## src/rtl/edge_event_arbiter.sv

```systemverilog
// edge_event_arbiter: per-channel edge detection with round-robin delivery over one valid/ready port
module edge_event_arbiter #(
    parameter int NUM_CH = 4,
    parameter int CH_W   = $clog2(NUM_CH)
) (
    input  logic              clk,
    input  logic              reset,
    input  logic [NUM_CH-1:0] a_i,
    output logic              event_valid_o,
    input  logic              event_ready_i,
    output logic [CH_W-1:0]   event_ch_o,
    output logic              event_rise_o,
    output logic [NUM_CH-1:0] ovf_o,
    input  logic [NUM_CH-1:0] ovf_clr_i
);
    logic [NUM_CH-1:0] r_a_q;
    logic [NUM_CH-1:0] r_rise_pend;
    logic [NUM_CH-1:0] r_fall_pend;
    logic [NUM_CH-1:0] r_ovf;
    logic              r_valid;
    logic [CH_W-1:0]   r_ch;
    logic              r_rise;
    logic [CH_W-1:0]   r_rr_ptr;
    logic [NUM_CH-1:0] w_rise_det;
    logic [NUM_CH-1:0] w_fall_det;
    logic [NUM_CH-1:0] w_req;
    logic              w_free;
    logic              w_load;
    logic [CH_W-1:0]   w_gnt_ch;
    logic              w_gnt_hit;
    logic              w_gnt_rise;
    logic [NUM_CH-1:0] w_gnt_oh;
    logic [NUM_CH-1:0] w_rise_keep;
    logic [NUM_CH-1:0] w_fall_keep;
    logic [NUM_CH-1:0] w_ovf_set;
    logic [CH_W-1:0]   w_next_ptr;

    assign w_rise_det  = a_i & ~r_a_q;
    assign w_fall_det  = ~a_i & r_a_q;
    assign w_req       = r_rise_pend | r_fall_pend;
    assign w_free      = ~r_valid | event_ready_i;
    assign w_load      = w_free & w_gnt_hit;
    assign w_gnt_rise  = r_rise_pend[w_gnt_ch];
    assign w_gnt_oh    = {{(NUM_CH-1){1'b0}}, 1'b1} << w_gnt_ch;
    assign w_rise_keep = r_rise_pend & ~((w_load & w_gnt_rise) ? w_gnt_oh : '0);
    assign w_fall_keep = r_fall_pend & ~((w_load & ~w_gnt_rise) ? w_gnt_oh : '0);
    assign w_ovf_set   = (w_rise_det & w_rise_keep) | (w_fall_det & w_fall_keep);
    assign w_next_ptr  = (w_gnt_ch == CH_W'(NUM_CH-1)) ? '0 : w_gnt_ch + CH_W'(1);

    assign event_valid_o = r_valid;
    assign event_ch_o    = r_ch;
    assign event_rise_o  = r_rise;
    assign ovf_o         = r_ovf;

    // First requesting channel at or after the round-robin pointer, wrapping around
    always_comb begin
        w_gnt_ch  = '0;
        w_gnt_hit = 1'b0;
        for (int i = 0; i < NUM_CH; i++) begin
            if (!w_gnt_hit && w_req[(int'(r_rr_ptr) + i) % NUM_CH]) begin
                w_gnt_ch  = CH_W'((int'(r_rr_ptr) + i) % NUM_CH);
                w_gnt_hit = 1'b1;
            end
        end
    end

    // Edge history, pending flags and sticky overflow; a new edge re-arms a flag cleared by the same load
    always_ff @(posedge clk or negedge reset) begin
        if (!reset) begin
            r_a_q       <= '0;
            r_rise_pend <= '0;
            r_fall_pend <= '0;
            r_ovf       <= '0;
        end else begin
            r_a_q       <= a_i;
            r_rise_pend <= w_rise_keep | w_rise_det;
            r_fall_pend <= w_fall_keep | w_fall_det;
            r_ovf       <= (r_ovf & ~ovf_clr_i) | w_ovf_set;
        end
    end

    // Output event register and round-robin pointer; holds while stalled by the consumer
    always_ff @(posedge clk or negedge reset) begin
        if (!reset) begin
            r_valid  <= 1'b0;
            r_ch     <= '0;
            r_rise   <= 1'b0;
            r_rr_ptr <= '0;
        end else if (w_load) begin
            r_valid  <= 1'b1;
            r_ch     <= w_gnt_ch;
            r_rise   <= w_gnt_rise;
            r_rr_ptr <= w_next_ptr;
        end else if (w_free) begin
            r_valid  <= 1'b0;
        end
    end
endmodule

```

## config.mk

```make
export PLATFORM = sky130hd
export DESIGN_NAME = edge_event_arbiter
export DESIGN_NICKNAME = d
export VERILOG_FILES = /design/src/rtl/edge_event_arbiter.sv
export SDC_FILE = /design/constraint.sdc
export NUM_CORES = 1
export LEC_CHECK = 0
export CAP_MARGIN = 20
export CORE_MARGIN = 2
export CORE_UTILIZATION = 52
export CTS_CLUSTER_SIZE = 40
export DETAILED_ROUTE_END_ITERATION = 7
export PLACE_DENSITY = 0.76
export SYNTH_ARGS = -nofsm -noshare
export SYNTH_HDL_FRONTEND = slang
export SYNTH_SLANG_ARGS = --single-unit
export TNS_END_PERCENT = 30
```

## constraint.sdc

```tcl
create_clock -name clk -period 2.2 [get_ports clk]
set_input_delay 0.55 -clock clk [delete_from_list [all_inputs] [get_ports clk]]
set_output_delay 0.55 -clock clk [all_outputs]
set_load 0.02 [all_outputs]
```

==> results.ini <==
[outcome]
status=finished, violations left
violations=negative setup slack

[routing]
drc=0
drt-total-wl_mm=2.777
drt_first_pass_iters=5
vias=1069
antenna_left=0
routed_via_density=5.939
first_iter_violations=24
wl_per_cell_um=15.43

[grt]
grt-ovfl-total=0
grt_pass1_vias=1025
grt_max_degree=23
antenna_found_initial=0
grt_pass1_wl_mm=4.381
grtUsageTotal_pct=21.79

[critical_path]
cp_slowest_cell=dfrtp_2
arrival_ns=2.43
critPathTopFamily=compound AO/OA/AOI/OAI gates
critPathCaptureType=flop
r2r_cells=8
r2r_start=r_rise_pend[0]$_DFF_PN0_
cpPeakStageDelay_ns=0.46
path_cells=or2_1, and3_1, a211oi_4, buf_4, a211o_4, buf_4, nand4_1, a21o_1
r2r_end=r_rise_pend[0]$_DFF_PN0_
r2r_slack_ns=-0.02
start_kind=flop
cp.required_ns=2.41
path_buf_inv=2
worst-path-max-fanout=9
path_class=reg2reg
crit_top_cell=buf_4

[synth]
yosys-top-cells-count=dfrtp_1 (22), nand2_1 (12), a21o_1 (10)
synth-seq-cells=22
synth_nets=140
synth_cell_types=39
yosysMostFrequentCell=dfrtp_1
async_flop_share_pct=100.0
syn-cell-area_mm2=0.001236
syn_inst=125
synth_area_leaders=dfrtp_1 (45%), a21o_1 (6.1%), ha_1 (4.0%)
ys.flop_type=dfrtp_1
synth.avg_cell_area_um2=9.889
ys_warn_count=0
netlist.area_leader.share_pct=44.53
yosysTopAreaCell=dfrtp_1
synth_edf_count=0
ys_seq_area_share_pct=44.53

[cts]
ctsRootBufferMaster=clkbuf_4
cts_max_level=1
clk_latency_ns=0.31
clock-sinks=22
cts_tree=yes
cts_buffers=3
clkTransAtPathRegs_ns=0.13
cts_buffer_depth=2
holdBufCountCts=0

[cells_and_area]
drive_above_1_share_pct=21.05
num-fill-cells=165
seq_area_um2=554.3
final_cell_area_mm2=0.001587
finalNetCount=168
n_antenna_cell=0
multi_input_area_um2=646.9
area_delta_synth_final_pct=28.34

[worst_hold_path]
whs_endpoint=event_ch_o[1]$_DFFE_PN0P_
hp-class=reg2reg
hp-start=event_ch_o[1]$_DFFE_PN0P_
hold_depth=1

[place]
dp_hpwl_mm=1.901
portBuffers=18
gp_congestion=0.8511
pre_cts_ws_ns=0.09463
postPlaceCellArea_mm2=0.001490

[power]
vdd_ir_drop_max_v=0.0007962
cellLeakagePower_nw=0.6563
pwr_density_cell_mw_per_mm2=1289

[sta]
max_freq_mhz=450.7
fin_ws_ns=-0.01884
setup_viol=1
period_share_pct=100.9
rsz0062_at_grt=yes
holdWs_ns=0.5260
clock_skew_ns=0.002976
slew_headroom_pct=75.32
min_period_ns=2.219
tns_ns=-0.01884
slew_viol_final=0
hold_viol=0
max_slew.worst_pin.slew_ns=0.3690

[floorplanning]
dieArea_mm2=0.002783
initial_core_util_pct=55.35
core_area_mm2=0.002233
die_w_um=52.76
ios=19
row_count=17
fp.dieH_um=52.76

[run]
drv_cap=0

## state kept, by name, summed over array words and instances (netlist names)
signal,count
event_rise_o,1
r_rr_ptr,2
r_a_q,4
event_ch_o,2
r_rise_pend,4
event_valid_o,1
ovf_o,4
r_fall_pend,4
## logic make-up (layout without fill, tap and decap cells)
logic type | count (synthesis) | after routing | share of synthesized area [%]
flip-flops | 22 | 22 | 44.53
AND/OR/NAND/NOR | 43 | 43 | 19.64
AO/OA/AOI/OAI | 39 | 39 | 23.58
adder cells (fa/ha/maj) | 4 | 4 | 4.049
buffers and inverters | 14 | 41 | 5.162
multiplexers | 3 | 3 | 3.036
## power breakdown
part           internal [mW]  leakage (nW)  switching, mW
combinational          0.486         0.397          0.530
clock                  0.184        0.0279          0.127
sequential             0.554         0.232          0.165
## how the worst max path moves through the flow
| stage | start | end | slack [ns] | cells after the start |
|---|---|---|---|---|
| CTS | r_rise_pend[0]$_DFF_PN0_ | r_fall_pend[2]$_DFF_PN0_ | 0.10 | 9 |
| detailed placement | event_ready_i | ovf_o[0]$_DFF_PN0_ | 0.09 | 7 |
| finish | r_rise_pend[0]$_DFF_PN0_ | r_rise_pend[0]$_DFF_PN0_ | -0.02 | 8 |
| global placement | event_ready_i | ovf_o[1]$_DFF_PN0_ | 0.12 | 7 |
| global route | r_rise_pend[0]$_DFF_PN0_ | r_rise_pend[0]$_DFF_PN0_ | -0.07 | 8 |
| floorplan | r_rr_ptr[1]$_DFFE_PN0P_ | event_rise_o$_DFFE_PN0P_ | 0.28 | 9 |
## placed cells by master, fill, tap and decap left out, drive strengths merged, types with 3 or more instances in the layout
cell type | synthesis | final
a21o | 10 | 10
a21oi | 7 | 7
buf | 2 | 9
clkbuf | 2 | 3
clkdlybuf4s50 | 0 | 18
dfrtp | 22 | 22
ha | 4 | 4
inv | 10 | 10
mux2 | 3 | 3
nand2 | 12 | 12
nand4 | 7 | 7
nor2 | 6 | 6
nor2b | 8 | 8
o211ai | 4 | 4
o22ai | 3 | 3
## through the flow
step                      total power [mW]  instances  utilization (%)
after floorplan                      1.334        125                -
after global placement               1.612        174            66.72
after detailed placement             1.634        174            66.72
after CTS                            1.956        178            69.08
after global routing                 2.163        180            71.04
final                                2.046        180            71.04
## what timing repair did
action                                  CTS  global route
buffers inserted                          0             2
endpoints found under the setup margin    0             3
resized for setup                         0             9
## area by class of cell
type / instances / share of cell area [%]
Timing Repair Buffer: 27 / 16.40
Tap cell: 28 / 2.208
Clock buffer: 3 / 1.420
Sequential cell: 22 / 34.94
Clock inverter: 1 / 1.893
Inverter: 10 / 2.366
Multi-Input combinational cell: 89 / 40.77
## routing by layer
layer | vias up | routed length (um) | track usage (%)
li1 | 502 | - | -
met1 | 522 | 1171 | 25.82
met2 | 41 | 1438 | 38.13
met3 | 4 | 153 | 4.000
met4 | 0 | 14 | 9.402
met5 | - | 0 | 0
Power figures use the tool's default switching activity.
